==> src/rtl/tank_cmd_scheduler.sv <==
`default_nettype none
// ============================================================================
// Module      : tank_cmd_scheduler
// Description : Captures per-player move/shoot commands into one pending slot
//               each, round-robin offers them to the shared tank engine over a
//               valid/ready handshake, and enforces a per-player shot cooldown.
//               Optional drop counters: define TANK_SCHED_DROP_CNT_EN.
// Revision    : 1.0 - initial release
// ============================================================================
module tank_cmd_scheduler #(
    parameter int COOL_W   = 16,
    parameter int COOLDOWN = 1000
) (
    input  logic       clk,
    input  logic       rst,
    input  logic [2:0] p0_direct,
    input  logic       p0_moving,
    input  logic       p0_shoot,
    input  logic [2:0] p1_direct,
    input  logic       p1_moving,
    input  logic       p1_shoot,
    input  logic       eng_ready,
    output logic       eng_valid,
    output logic       eng_player,
    output logic [1:0] eng_op,
    output logic [2:0] eng_direct,
    output logic       p0_cool,
    output logic       p1_cool
`ifdef TANK_SCHED_DROP_CNT_EN
    ,
    output logic [7:0] p0_drops,
    output logic [7:0] p1_drops
`endif
);

    typedef enum logic [0:0] {
        ST_IDLE  = 1'b0,
        ST_OFFER = 1'b1
    } state_e;

    localparam logic [2:0]        C_DIR_UP    = 3'b010;
    localparam logic [1:0]        C_OP_MOVE   = 2'b00;
    localparam logic [1:0]        C_OP_SHOOT  = 2'b01;
    localparam logic [COOL_W-1:0] C_COOL_LOAD = COOL_W'(COOLDOWN);
    localparam logic [COOL_W-1:0] C_COOL_ONE  = COOL_W'(1);

    state_e            state_q, state_d;
    logic              eng_valid_q, eng_valid_d;
    logic              eng_player_q, eng_player_d;
    logic [1:0]        eng_op_q, eng_op_d;
    logic [2:0]        eng_direct_q, eng_direct_d;
    logic              rr_q, rr_d;
    logic [1:0]        slot_full_q, slot_full_d;
    logic [1:0]        slot_shoot_q, slot_shoot_d;
    logic [2:0]        slot_dir_q [2];
    logic [2:0]        slot_dir_d [2];
    logic [2:0]        last_dir_q [2];
    logic [2:0]        last_dir_d [2];
    logic [COOL_W-1:0] cool_q [2];
    logic [COOL_W-1:0] cool_d [2];

    logic [2:0] in_dir [2];
    logic [1:0] in_moving;
    logic [1:0] in_shoot;

    assign in_dir[0]    = p0_direct;
    assign in_dir[1]    = p1_direct;
    assign in_moving    = {p1_moving, p0_moving};
    assign in_shoot     = {p1_shoot, p0_shoot};

    logic       handshake;
    logic       sel;
    logic [1:0] clear;
    logic [1:0] slot_free;
    logic [1:0] want_shoot;
    logic [1:0] want_move;
    logic [1:0] take_shoot;
    logic [1:0] take_move;

    assign handshake = (state_q == ST_OFFER) && eng_ready;
    assign sel       = slot_full_q[rr_q] ? rr_q : ~rr_q;

    // A slot released by this edge's handshake counts as free for refill.
    generate
        for (genvar p = 0; p < 2; p++) begin : g_player
            assign clear[p]      = handshake && (eng_player_q == 1'(p));
            assign slot_free[p]  = !slot_full_q[p] || clear[p];
            assign want_shoot[p] = in_shoot[p] && !in_dir[p][2];
            assign want_move[p]  = in_moving[p] && !in_dir[p][2];
            assign take_shoot[p] = want_shoot[p] && slot_free[p] && (cool_q[p] == '0);
            assign take_move[p]  = want_move[p] && slot_free[p] && !take_shoot[p];
        end
    endgenerate

    always_comb begin
        state_d      = state_q;
        eng_valid_d  = eng_valid_q;
        eng_player_d = eng_player_q;
        eng_op_d     = eng_op_q;
        eng_direct_d = eng_direct_q;
        rr_d         = rr_q;
        slot_full_d  = slot_full_q;
        slot_shoot_d = slot_shoot_q;
        for (int p = 0; p < 2; p++) begin
            slot_dir_d[p] = slot_dir_q[p];
            last_dir_d[p] = last_dir_q[p];
            cool_d[p]     = cool_q[p];
            if (clear[p]) begin
                slot_full_d[p] = 1'b0;
            end
            if (take_shoot[p]) begin
                slot_full_d[p]  = 1'b1;
                slot_shoot_d[p] = 1'b1;
                slot_dir_d[p]   = last_dir_q[p];
            end else if (take_move[p]) begin
                slot_full_d[p]  = 1'b1;
                slot_shoot_d[p] = 1'b0;
                slot_dir_d[p]   = in_dir[p];
            end
            if (want_move[p]) begin
                last_dir_d[p] = in_dir[p];
            end
            // Cooldown starts when the engine takes the shot, not at capture.
            if (clear[p] && slot_shoot_q[p]) begin
                cool_d[p] = C_COOL_LOAD;
            end else if (cool_q[p] != '0) begin
                cool_d[p] = cool_q[p] - C_COOL_ONE;
            end
        end

        case (state_q)
            ST_IDLE: begin
                if (|slot_full_q) begin
                    eng_player_d = sel;
                    eng_op_d     = slot_shoot_q[sel] ? C_OP_SHOOT : C_OP_MOVE;
                    eng_direct_d = slot_dir_q[sel];
                    eng_valid_d  = 1'b1;
                    state_d      = ST_OFFER;
                end
            end
            ST_OFFER: begin
                if (eng_ready) begin
                    eng_valid_d = 1'b0;
                    rr_d        = ~eng_player_q;
                    state_d     = ST_IDLE;
                end
            end
            default: begin
                state_d = ST_IDLE;
            end
        endcase
    end

    always_ff @(posedge clk) begin
        if (rst) begin
            state_q      <= ST_IDLE;
            eng_valid_q  <= 1'b0;
            eng_player_q <= 1'b0;
            eng_op_q     <= C_OP_MOVE;
            eng_direct_q <= C_DIR_UP;
            rr_q         <= 1'b0;
            slot_full_q  <= '0;
            slot_shoot_q <= '0;
            for (int p = 0; p < 2; p++) begin
                slot_dir_q[p] <= C_DIR_UP;
                last_dir_q[p] <= C_DIR_UP;
                cool_q[p]     <= '0;
            end
        end else begin
            state_q      <= state_d;
            eng_valid_q  <= eng_valid_d;
            eng_player_q <= eng_player_d;
            eng_op_q     <= eng_op_d;
            eng_direct_q <= eng_direct_d;
            rr_q         <= rr_d;
            slot_full_q  <= slot_full_d;
            slot_shoot_q <= slot_shoot_d;
            for (int p = 0; p < 2; p++) begin
                slot_dir_q[p] <= slot_dir_d[p];
                last_dir_q[p] <= last_dir_d[p];
                cool_q[p]     <= cool_d[p];
            end
        end
    end

    assign eng_valid  = eng_valid_q;
    assign eng_player = eng_player_q;
    assign eng_op     = eng_op_q;
    assign eng_direct = eng_direct_q;
    assign p0_cool    = (cool_q[0] != '0);
    assign p1_cool    = (cool_q[1] != '0);

`ifdef TANK_SCHED_DROP_CNT_EN
    logic [1:0] drop_evt;
    logic [7:0] drops_q [2];
    logic [7:0] drops_d [2];

    // A move that loses to a same-cycle shot is not a drop.
    generate
        for (genvar p = 0; p < 2; p++) begin : g_drop
            assign drop_evt[p] = (want_shoot[p] && (!slot_free[p] || (cool_q[p] != '0)))
                               || (want_move[p] && !slot_free[p]);
        end
    endgenerate

    always_comb begin
        for (int p = 0; p < 2; p++) begin
            drops_d[p] = drops_q[p];
            if (drop_evt[p] && (drops_q[p] != 8'hFF)) begin
                drops_d[p] = drops_q[p] + 8'd1;
            end
        end
    end

    always_ff @(posedge clk) begin
        for (int p = 0; p < 2; p++) begin
            if (rst) begin
                drops_q[p] <= 8'd0;
            end else begin
                drops_q[p] <= drops_d[p];
            end
        end
    end

    assign p0_drops = drops_q[0];
    assign p1_drops = drops_q[1];
`endif

endmodule

`default_nettype wire

==> config.mk <==
export PLATFORM = sky130hd
export DESIGN_NAME = tank_cmd_scheduler
export DESIGN_NICKNAME = d
export VERILOG_FILES = /design/src/rtl/tank_cmd_scheduler.sv
export SDC_FILE = /design/constraint.sdc
export NUM_CORES = 1
export LEC_CHECK = 0
export CAP_MARGIN = 20
export CORE_AREA = 2 2 98 76
export DETAILED_ROUTE_END_ITERATION = 8
export DIE_AREA = 0 0 100 78
export HOLD_SLACK_MARGIN = 0.06
export PLACE_DENSITY = 0.54
export REMOVE_ABC_BUFFERS = 1
export SYNTH_ARGS = -nofsm -noshare
export SYNTH_HDL_FRONTEND = slang
export SYNTH_SLANG_ARGS = --single-unit
==> constraint.sdc <==
create_clock -name clk -period 5.3 [get_ports clk]
set_input_delay 0.795 -clock clk [delete_from_list [all_inputs] [get_ports clk]]
set_output_delay 0.795 -clock clk [all_outputs]
set_load 0.02 [all_outputs]
Yosys cells after proc, flatten, opt, wreduce, memory -nomap -nowiden
Memory sizes are Yosys's and may differ from the RTL's. A register that Yosys moved wholly into a read port is not among the register bits. Index checks and enable logic that the tools add are counted.

Latch bits: 0. Output and inout bits: 9. Memories kept: 3. Word-level logic and storage cells: 109. Memory bits (writable): 44. Memory bits (read-only): 0. Bits in registers: 10.

Reduce and logical (&&, ||, !) cells: 39. Bitwise gates (word level): 9. Multipliers: 0. Divide/modulo/power cells: 0. Equality and inequality tests: 4. Mux-type cells: 41. Add/subtract/negate cells: 2. Magnitude comparators: 2. Shift operators: 0.

Memories: cool_q (words 2, width 16, rd ports 2, clocked after memory_dff 0, write ports 2, RTL line 59) `logic [COOL_W-1:0] cool_q [2];`; last_dir_q (words 2, width 3, rd ports 2, clocked after memory_dff 0, write ports 2, RTL line 57) `logic [2:0] last_dir_q [2];`; slot_dir_q (words 2, width 3, rd ports 1, clocked after memory_dff 1, write ports 2, RTL line 55) `logic [2:0] slot_dir_q [2];`.

Operator list (count): $mux 16 (6); $logic_not 16->1 (2); $reduce_bool 16->1 (2); $sub 16x1->16 const B (2); $mux 3 (10); $mux 1 (23); $logic_and 1x1->1 (17); $reduce_and 2->1 (5); $ne 2x2->1 const B (4); $logic_not 1->1 (6); $or 1x1->1 (6); $reduce_bool 3->1 (2); $lt 1x2->1 const B (2); $pmux 1 s2 (2); $reduce_bool 2->1 (2); $not 1->1 (3); $logic_or 1x1->1 (2); $reduce_or 2->1 (1).

Depth between registers and ports, before layout
Gate-level depths: netlist of run 1.

Word-level depth: 10. Mapped depth: 8.

Worst setup path after synthesis of run 1
No wires, ideal clock.

Path kind: reg2reg. From: mem cool_q[1][0] (netlist: cool_q[0][16]). To: mem slot_dir_q[1][0], enable pin. Data arrival time: 1.988 ns. Period minus slack after synthesis: 2.289 ns. Slack: 3.011 ns. Buffers on the path: 0. Setup time: 0.301 ns. Required time: 4.999 ns. Cell stages (with the launch flop): 7. Path through: dfxtp_1 > inv_1 > ha_1 > or4b_4 > or4_4 > and3b_1 > or3_1.

RTL lines (RTL line): from (decl) (59); to (decl) (55).

==> flow_summary.ini, run 1 <==
[min_path]
worst_hold_path.num_cells = 1
holdPathEnd = eng_valid$_SDFFE_PP0P_
min-delay-path-class = reg -> reg
holdCritStartpoint = eng_valid$_SDFFE_PP0P_

[setup_path]
crit_type = reg -> out
r2r-start = cool_q[0][9]$_SDFFE_PP0P_
setup.worst_path.end_class = primary output
r2r-end = slot_dir_q[0][1]$_SDFFCE_PN1P_
crit_buf_inv = 1
cp_top_family = simple AND/OR/NAND/NOR gates
r2r_slack_ps = 2460
ff2ff_path_depth = 5
path_cells = nor4_1 > nand4_1 > clkdlybuf4s50_1
cp.arrival_ps = 2490
cpPeakStageDelay_ps = 720
cp_max_fo = 12
cp_data_required_time_ps = 4510
worst_setup_path_start_kind = flip-flop
slowest_stage = clkdlybuf4s50_1

[placement]
dp_hpwl_um = 3850
dp.cells = 385
port_buffers = 20
place_area_um2 = 2920
globalplace.congestion = 0.810

[route]
routed_wl_um = 5420
ant_nets = 0
drc_errors = 0
routedWlPerCell_um = 13.8
vias = 2046
viasPerCell = 5.21
drt_iter0_markers = 62
drt_pass1_iterations = 4

[die]
die_w_um = 100
die_y_um = 78
core-area_um2 = 6770
ioPinCount = 22
start_util_pct = 39.2
rows = 26
dieArea_um2 = 7800

[cts]
cts_resized = 0
clk_pin_slew_ps = 90
htree_levels = 2
ctsHoldBuffers = 0
cts_buffer_depth = 2
root_buffer = clkbuf_8
cts_made_buffers = 5
cts_setup_buffers = 0
cts_sinks = 56
cts_tree = yes
worstSkewPairLatency_ps = 300

[power]
power.switching_w = 0.000723
power_density_nw_per_um2 = 590
p_sw_share_pct = 40.8
clock_power_share_pct = 12.2
pwr-share-comb_pct = 48.7
vdd_drop_max_mv = 0.237
power_frac_seq_pct = 39.0
power.leakage_nw = 1.14
p_int_w = 0.00105

[sta]
rsz0062_at_grt = no
finalCriticalPeriod_ps = 3280
fmaxAchievable_mhz = 305
tns_ps = 0
tightest_slew_ps = 871
maxSlewViolCount = 0
setup-violations-final = 0
relSlewSlack_pct = 41.8
finalCritPeriodShare_pct = 62.0
hold_viol_final = 0
finClkSkew_ps = 6.34

[layout]
final_cells = 393
diodes = 0
syn_to_final_growth_pct = 13.2
drive_gt1_share_pct = 6.15
nets = 326
fin_area_um2 = 3010

[yosys]
synth_area_um2 = 2660
ys_ff_latch = 56
ys_seq_area_share_pct = 44.5
synth_ff_type = dfxtp_1
synth_area_per_cell_um2 = 9.16
yosys_warnings = 0
synthArstFlopShare_pct = 0
synth_edf_count = 6
ys_types = 48
syn_inst = 290

[global_routing]
busiest_layer = met1
grtUsageTotal_pct = 15.6
grt_use_met1_pct = 24.4
grt_max_degree = 28
gr-usage-met3_pct = 3.24
grt_pass1_wl_um = 9740
antenna_found_initial = 0
grtUsageMet2_pct = 21.6
grt_pass1_vias = 1974
gr-total-overflow = 0

[status]
outcome = finished clean

[job]
drv_cap = 0
[state kept, by name, summed over array words and instances, names as in the netlist]
signal and flops:
state_q 1, eng_op 1, eng_player 1, eng_valid 1
rr_q 1, eng_direct 3, last_dir_q 6, slot_full_q 2
slot_shoot_q 2, cool_q 32, slot_dir_q 6
[cell type report]
| cell class | count | area, um^2 |
|---|---|---|
| clock buffers | 6 | 72.6 |
| multi-input cells | 215 | 1400 |
| inverters | 9 | 33.8 |
| repair buffers | 22 | 213 |
| flip-flops and latches | 56 | 1180 |
| fillers | 676 | 3760 |
| clock inverters | 1 | 5.00 |
| well taps | 84 | 105 |
[per-stage QoR]
step	setup WS [ps]	hold WS, ps	utilization [%]	total power, W
2_1_floorplan	2780	431	-	0.00135
3_3_place_gp	2280	447	43.2	0.00155
3_5_place_dp	2230	461	43.2	0.00155
4_1_cts	2010	484	44.4	0.00179
5_1_grt	1840	505	44.4	0.00196
6_report	2020	480	44.4	0.00177
[Yosys cell counts (all sizes together) (4+ instances only)]
| master | number | area, um^2 |
|---|---|---|
| edfxtp | 6 | 180 |
| nand3 | 9 | 45.0 |
| nand3b | 7 | 65.1 |
| nand4 | 4 | 25.0 |
| nand2 | 17 | 63.8 |
| xor2 | 20 | 175 |
| nor4 | 7 | 58.8 |
| inv | 9 | 33.8 |
| mux2i | 7 | 70.1 |
| nand2b | 10 | 62.6 |
| nand4b | 7 | 61.3 |
| clkbuf | 7 | 26.3 |
| or4 | 4 | 33.8 |
| a211oi | 7 | 52.6 |
| nor3 | 6 | 30.0 |
| dfxtp | 50 | 1000 |
| or3 | 6 | 37.5 |
| nor2 | 37 | 139 |
| a21oi | 26 | 134 |
| ha | 4 | 50.1 |
[power by group through the flow]
stage	clock (W)	sequential (W)	combinational, W
after CTS	0.000233	0.000693	0.000862
after floorplan	0	0.000685	0.000665
after global placement	0	0.000701	0.000848
after detailed placement	0	0.000702	0.000853
final	0.000217	0.000692	0.000864
after global routing	0.000251	0.000716	0.000990
[logic make-up after synthesis]
| group | count (synthesis) | synth area share [%] |
|---|---|---|
| simple gates | 129 | 27.9 |
| flops | 56 | 44.5 |
| compound gates | 49 | 11.6 |
| xor+xnor | 23 | 7.59 |
| buf+inv | 19 | 2.92 |
| mux | 9 | 3.49 |
| fa+ha+maj | 4 | 1.89 |
| other cells | 1 | 0.141 |
[worst max-delay path by stage]
stage / slack (ps) / start / endpoint / depth (start not counted)
final: 2020 / cool_q[0][9]$_SDFFE_PP0P_ / p0_cool / 3
after global routing: 1840 / cool_q[0][1]$_SDFFE_PP0P_ / p0_cool / 5
after CTS: 2010 / cool_q[0][9]$_SDFFE_PP0P_ / p0_cool / 3
after detailed placement: 2230 / eng_ready / slot_dir_q[0][0]$_SDFFCE_PN0P_ / 6
after global placement: 2280 / eng_ready / slot_dir_q[0][0]$_SDFFCE_PN0P_ / 6
after floorplan: 2780 / cool_q[0][0]$_SDFFE_PP0P_ / slot_dir_q[0][0]$_SDFFCE_PN0P_ / 7
[routing by layer]
metal	vias up	wire, um
li1	1070	-
met1	944	3010
met4	0	23
met5	-	0
met3	2	191
met2	30	2190
[placed cells by master, fill, tap and decap left out, types with 2 or more instances in the layout]
cell / instances
a211o_1: 2
a211oi_1: 7
a21oi_1: 25
a31oi_1: 2
and3_1: 2
and3b_1: 2
clkbuf_8: 5
clkdlybuf4s50_1: 20
dfxtp_1: 50
edfxtp_1: 6
ha_1: 4
inv_1: 9
mux2_2: 2
mux2i_1: 7
nand2_1: 17
nand2b_1: 10
nand3_1: 9
nand3b_1: 6
nand4_1: 4
nand4b_1: 7
nor2_1: 37
nor2b_1: 3
nor3_1: 6
nor3b_1: 3
nor4_1: 6
o21ai_0: 3
o311ai_0: 2
or2_2: 2
or3_1: 6
or4_1: 3
xnor2_1: 3
xor2_1: 20
No activity file was read; power rests on OpenSTA's default activity.
==> inputs of run 2 (changes only) <==
Settings changed: PLACE_DENSITY 0.54 to 0.56.
Clock period 5.3 ns to 2.86 ns, I/O delays scaled along.
==> run 2 against run 1 <==
Effect of this change:
- wire length rose by 0.53%
- combinational power rose by 91%
- via count rose by 3.3%
- count of clock-buffer cells in the layout fell by 1
- global-route usage fell by 0.79 points
- worst hold slack got worse by 1.7 ps
- sequential cell count did not move
- first-iteration DRC count rose by 55%
==> flow_summary.ini, run 2 (synthesis gave the netlist of run 1 again) <==
[layout]
largest_reg_flops = 32
final_core_util_pct = 45.4
diodes = 0
reg.largest.list = cool_q: 32 flops, last_dir_q: 6 flops, slot_dir_q: 6 flops
drive_gt1_share_pct = 8.81
syn_to_final_growth_pct = 15.8
layout_commonest_cell = dfxtp_1
regMostFlops = cool_q
nets = 334
layout_common_cells = 50 x dfxtp_1, 37 x nor2_1, 25 x a21oi_1, 20 x xor2_1, 20 x clkdlybuf4s50_1

[die]
die_w_um = 100
start_util_pct = 39.2
dieArea_um2 = 7800
ioPinCount = 22
core-area_um2 = 6770
rows = 26
die_y_um = 78

[sta]
hold_viol_final = 0
fmaxAchievable_mhz = 375
relSlewSlack_pct = 54.3
tns_ps = 0
finalCritPeriodShare_pct = 93.2
tightest_slew_ps = 683
rsz0062_at_grt = no
finClkSkew_ps = 8.59
finalCriticalPeriod_ps = 2670
setup-violations-final = 0
setup_slack_ps = 194
holdWs_ps = 479
maxSlewViolCount = 0

[global_routing]
grt_pass1_wl_um = 9290
grtUsageTotal_pct = 14.8
antenna_found_initial = 0
grt_max_degree = 22
grt_pass1_vias = 1904
gr-total-overflow = 0

[power]
power_density_nw_per_um2 = 1090
vdd_drop_max_mv = 0.516
power.leakage_nw = 1.18

[cts]
htree_levels = 2
ctsHoldBuffers = 0
cts_tree = yes
clk_pin_slew_ps = 100
cts_setup_buffers = 0
cts_made_buffers = 5
cts_buffer_depth = 2
root_buffer = clkbuf_8
cts_sinks = 56
cts_resized = 0
worstSkewPairLatency_ps = 300

[route]
vias = 2113
route.met2.wl_um = 2180
drt_iter0_markers = 96
ant_nets = 0
maxUsedRoutingLayer = met4
routedWlPerCell_um = 13.6
wl_met1_um = 3040
viasPerCell = 5.26
dr_wl_met3_um = 183
drt_pass1_iterations = 4
drc_errors = 0
routed_wl_um = 5450

[setup_path]
cp.arrival_ps = 2240
crit_type = reg -> out
cp_max_fo = 4
worst_setup_path_start_kind = flip-flop
cp_data_required_time_ps = 2430
setup.worst_path.end_class = primary output

[min_path]
min-delay-path-class = reg -> reg

[placement]
globalplace.congestion = 0.813
dp_hpwl_um = 4040
dpl_worst_slack_ps = 328
port_buffers = 20

[status]
outcome = finished clean

[job]
drv_cap = 0
==> run 2: area by class of cell <==
cell class	instances	area [um^2]
flip-flops and latches	56	1180
repair buffers	30	275
multi-input cells	215	1400
fillers	678	3690
inverters	9	33.8
clock inverters	3	13.8
well taps	84	105
clock buffers	5	68.8
==> run 2: report_power, final <==
group | total [W] | internal (W) | switching (W) | leakage, nW
registers | 0.00129 | 0.00104 | 0.000245 | 0.469
clock network | 0.000417 | 0.000167 | 0.000250 | 0.0453
logic | 0.00165 | 0.000787 | 0.000862 | 0.669
total | 0.00335 | 0.00200 | 0.00136 | 1.18
==> run 2: per-stage QoR <==
stage	power (W)	instances	cell area (um^2)
6_report	0.00335	402	3070
2_1_floorplan	0.00250	280	2610
4_1_cts	0.00337	402	3070
3_3_place_gp	0.00293	394	2990
5_1_grt	0.00366	402	3070
3_5_place_dp	0.00294	394	2990
==> run 2: critical path, cell delays in order, from the launching register on <==
cell             delay, ps
dfxtp_1                350
or4_1                  560
nor4_1                 330
nand2b_1               140
clkdlybuf4s50_1        560
==> run 2: layer usage <==
layer,GRT usage (%),vias to the layer above
li1,-,1087
met1,23.0,984
met2,20.5,38
met3,3.42,4
met4,3.42,0
met5,0,-
==> run 2: final timing paths <==
kind | slack, ps | cells past startpoint | startpoint | to
setup reg to reg | 290 | 6 | cool_q[0][16]$_SDFFE_PP0P_ | slot_dir_q[1][0]$_SDFFCE_PN0P_
hold reg to reg | 480 | 1 | eng_valid$_SDFFE_PP0P_ | eng_valid$_SDFFE_PP0P_
setup / recovery | 190 | 4 | cool_q[0][22]$_SDFFE_PP0P_ | p1_cool
hold / removal | 480 | 1 | eng_valid$_SDFFE_PP0P_ | eng_valid$_SDFFE_PP0P_
==> variant 1, RTL diff (settings of run 1) <==
`COOL_W`: 16 -> 18.
--- a/src/rtl/tank_cmd_scheduler.sv
+++ b/src/rtl/tank_cmd_scheduler.sv
@@ -9,5 +9,5 @@
 // ============================================================================
 module tank_cmd_scheduler #(
-    parameter int COOL_W   = 16,
+    parameter int COOL_W   = 18,
     parameter int COOLDOWN = 1000
 ) (
Formal check against the unedited RTL: same outputs for any inputs over 10 cycles, from zero or initial values and one cycle with rst high; that may be too few to reach the edited logic, so the function may still have changed.
==> variant 1 against run 1 <==
Via count grew 14%. Fmax shrank 1.8%. Register-to-register slack gained 0.30 ns. Total power grew 13%. Sequential share of layout area shrank 1.1 points. Final area grew 10%. Sequential cell count grew 4. Final cell count grew 9.7%. Hold slack lost 0.014 ns. Clock power grew 58%. Routed wire length grew 11%. Area after synthesis grew 8.8%. Clock skew is essentially flat. Worst setup slack lost 0.059 ns. Critical path type unchanged.
==> variant 1: results (changes against run 1) <==
Run status
  • Status: finished, final reports clean

Synth
  • Synth Register Bits: 60 (+7.1%)
  • Unique masters post-synth: 57 (+19%)
  • Compound-gate portion of the synthesized area: 13.9% (+2.3 points)
  • Syn Inst Count: 321 (+11%)
  • XOR/XNOR share of the synthesized area: 6.37% (-1.2 points)
  • Most frequent cells after synthesis: 54 x dfxtp_1, 45 x nor2_1, 27 x nand2_1
  • Synth Area in Adders: 0.866% (-1.0 points)

CTS
  • CTS HTree Levels: 3 (+1)
  • Clk_lat worst skew: 0.33 ns (+0.03 ns)
  • TritonCTS buffer count: 9 (+4)
  • Clock transition at path regs: 0.07 ns (-0.02 ns)

Cells and area
  • # fillers: 672 (-0.59%)
  • Comb_multi_in: 241 (+12%)
  • Buffers outside the clock class: 21 (-4.5%)
  • CLK BUF: 10 (+4)
  • Fraction of layout cells with a size suffix above 1: 8.65% (+2.5 points)
  • Post-layout nets: 357 (+9.5%)
  • Clock network area share: 4.81% (+2.2 points)
  • Seq area share: 38.1% (-1.1 points)
  • Largest regs: cool_q (36), last_dir_q (6), slot_dir_q (6)
  • Area of the multi-input gates: 0.00154 mm^2 (+10%)

Global route
  • GRT Resource Usage Total: 16.8% (+1.1 points)
  • Met1 GRT Util: 23.7% (-0.63 points)
  • Vias in the first global route: 2095 (+6.1%)
  • GR Util met2: 23.8% (+2.2 points)
  • Pin count of the biggest net entering global routing: 33 (+18%)

Power and ir drop
  • Clock share of power: 17.0% (+4.8 points)
  • Sw Ratio: 42.6% (+1.8 points)
  • Worst VDD drop: 0.317 mV (+34%)
  • Leak pwr: 0.00125 uW (+9.9%)
  • Design Power: 2010 uW (+13%)

Placement
  • Placement Cell Area: 0.00315 mm^2 (+7.7%)
  • Routability cong.: 0.757 (-6.5%)
  • Hpwl dp: 4.27 mm (+11%)

STA
  • Max_slew headroom: 40.3% (-1.5 points)
  • Max Clock Skew: 0.00660 ns (+0.000257 ns)
  • Max Freq: 0.299 GHz (-1.8%)

Setup path
  • Max incr delay on CP: 0.58 ns (-0.14 ns)
  • Crit path DAT: 2.55 ns (+0.06 ns)
  • Crit Path Max Fanout: 11 (-1)
  • Flop-to-flop setup slack: 2.76 ns (+0.30 ns)
  • Critical path startpoint: cool_q[0][18]$_SDFFE_PP0P_
  • Worst-case reg-to-reg path depth: 7 (+2)
  • Worst r2r src: cool_q[0][0]$_SDFFE_PP0P_
  • Setup crit end: p1_cool

Drt
  • Met3 Wirelength: 216 um (+13%)
  • Via count: 2331 (+14%)
  • Routed len/inst: 13.9 um (+0.95%)
  • Iteration-0 DRC Markers: 112 (+81%)
## variant 1: cell count changes after synthesis, moves of 5 or more
cell,delta
nand2b_1,-6
nor2_1,+8
a21oi_1,-8
a31oi_1,+6
o21ai_0,+5
nand3b_1,-5
nand2_1,+10
o211ai_1,+9
nor3_1,+6
## variant 1: worst min path at each step
stage / start / end / slack [ns] / cells past startpoint
after floorplan: last_dir_q[0][0]$_SDFFE_PP0N_ / last_dir_q[0][0]$_SDFFE_PP0N_ / 0.43 / 2
after CTS: eng_valid$_SDFFE_PP0P_ / eng_valid$_SDFFE_PP0P_ / 0.47 / 1
final: eng_valid$_SDFFE_PP0P_ / eng_valid$_SDFFE_PP0P_ / 0.47 / 1
after global placement: eng_valid$_SDFFE_PP0P_ / eng_valid$_SDFFE_PP0P_ / 0.46 / 1
after global routing: eng_valid$_SDFFE_PP0P_ / eng_valid$_SDFFE_PP0P_ / 0.48 / 1
after detailed placement: eng_valid$_SDFFE_PP0P_ / eng_valid$_SDFFE_PP0P_ / 0.46 / 1
==> variant 2, RTL diff (settings of run 1) <==
Without the edit above. Set the parameter `COOLDOWN` to 750 (it was 1000).
--- a/src/rtl/tank_cmd_scheduler.sv
+++ b/src/rtl/tank_cmd_scheduler.sv
@@ -10,5 +10,5 @@
 module tank_cmd_scheduler #(
     parameter int COOL_W   = 16,
-    parameter int COOLDOWN = 1000
+    parameter int COOLDOWN = 750
 ) (
     input  logic       clk,
Check against the original RTL: no difference found for any inputs over 10 cycles, from zero or initial values and one cycle with rst high; that may be too few to reach the edited logic, so the function may still have changed.
==> variant 2 against run 1 <==
Final area grew 6.2%. Routed wire length grew 14%. Total power grew 12%. Fmax decreased by 1.5%. Non-clock buffer count grew 1. Worst setup slack got worse by 0.049 ns. Die area is the same. Area after synthesis grew 7.1%. Sequential cell count unchanged.
==> variant 2: results (changes against run 1) <==
Setup path
  • Crit path DAT: 2.54 ns (+0.05 ns)
  • Crit Path Max Fanout: 7 (-5)
  • Flop-to-flop setup slack: 2.82 ns (+0.36 ns)

Synth
  • Syn avg cell area: 9.03 um^2 (-1.4%)
  • Synth area leaders: dfxtp_1 35%, edfxtp_1 6.3%, a21oi_1 5.1%
  • Sequential element share of the synthesized area: 41.5% (-3.0 points)
  • Most frequent cells after synthesis: 50 x dfxtp_1, 29 x a21oi_1, 21 x nor2_1
  • Unique masters post-synth: 54 (+13%)

Cells and area
  • Fraction of layout cells with a size suffix above 1: 9.39% (+3.2 points)
  • Post-layout nets: 346 (+6.1%)
  • # fillers: 686 (+1.5%)
  • Largest regs: cool_q (32), last_dir_q (6), slot_dir_q (6)

STA
  • Hold_ws: 0.464 ns (-0.0169 ns)
  • Max Clock Skew: 0.00589 ns (-0.000455 ns)
  • Max_slew headroom: 55.6% (+14 points)

Global route
  • Pin count of the biggest net entering global routing: 50 (+79%)
  • First-pass GRT wire length: 10.8 mm (+11%)
  • Vias in the first global route: 2281 (+16%)
  • GRT Resource Usage Total: 17.2% (+1.6 points)

Power and ir drop
  • Sw Ratio: 43.2% (+2.4 points)
  • Worst VDD drop: 0.302 mV (+27%)
  • Leak pwr: 0.00114 uW (+0.23%)

Drt
  • Routed len/inst: 15.0 um (+8.5%)
  • First-pass DRT Iterations: 4 (unchanged)
  • Iteration-0 DRC Markers: 115 (+85%)
  • Vias/cell: 5.74 (+10%)
  • Via count: 2377 (+16%)

CTS
  • TritonCTS buffer count: 5 (unchanged)
  • CTS Buffer Depth: 2 (unchanged)

Placement
  • Hpwl dp: 4.41 mm (+15%)
  • Routability cong.: 0.817 (+0.86%)

Run status
  • Status: finished, final reports clean
-- variant 2: path summary, 6_finish.rpt --
path | start | endpoint | cells past startpoint
setup / recovery | cool_q[0][20]$_SDFFE_PP0P_ | p1_cool | 4
hold / removal | last_dir_q[0][2]$_SDFFE_PP0N_ | last_dir_q[0][2]$_SDFFE_PP0N_ | 2
setup reg to reg | cool_q[0][16]$_SDFFE_PP0P_ | slot_dir_q[0][1]$_SDFFCE_PN1P_ | 6
hold reg to reg | last_dir_q[0][2]$_SDFFE_PP0N_ | last_dir_q[0][2]$_SDFFE_PP0N_ | 2
-- variant 2: critical path, stage by stage, from the launching register on --
cell             delay [ns]
dfxtp_1                0.37
or4_4                  0.60
or4_1                  0.56
nand2b_1               0.17
clkdlybuf4s50_1        0.54
-- variant 2: per-stage QoR --
step,cell area (um^2),worst slack (ns)
2_1_floorplan,2780,2.60
3_3_place_gp,3100,2.32
4_1_cts,3190,1.95
3_5_place_dp,3100,2.30
5_1_grt,3190,1.85
6_report,3190,1.97
-- variant 2: layout make-up --
type | count | area [um^2] | area share (%)
clock buffer | 8 | 90.1 | 2.82
inverter | 13 | 48.8 | 1.53
multi-input combinational | 230 | 1550 | 48.4
sequential | 56 | 1180 | 37.0
tap | 84 | 105 | 3.29
timing repair buffer | 23 | 223 | 6.97
-- variant 2: layer usage --
layer	part of all wire, %	up-vias	global-route usage [%]
met2	42	36	25.3
met4	0.87	0	4.38
met5	0	-	0
met3	2.9	4	2.97
met1	54	1111	25.8
li1	-	1226	-
-- variant 2: kinds of logic after synthesis --
logic type | count (synthesis) | synth area share (%)
compound gates | 83 | 19.1
xor+xnor | 2 | 0.616
fa+ha+maj | 4 | 1.76
buf+inv | 29 | 4.13
flops | 56 | 41.5
mux | 13 | 4.88
other cells | 1 | 0.132
simple gates | 127 | 27.9
-- variant 2: power by group through the flow --
stage,clock network [uW],registers (uW),logic (uW)
3_3_place_gp,0,695,1040
3_5_place_dp,0,699,1040
2_1_floorplan,0,674,794
5_1_grt,271,716,1180
4_1_cts,250,688,1050
6_report,237,689,1060
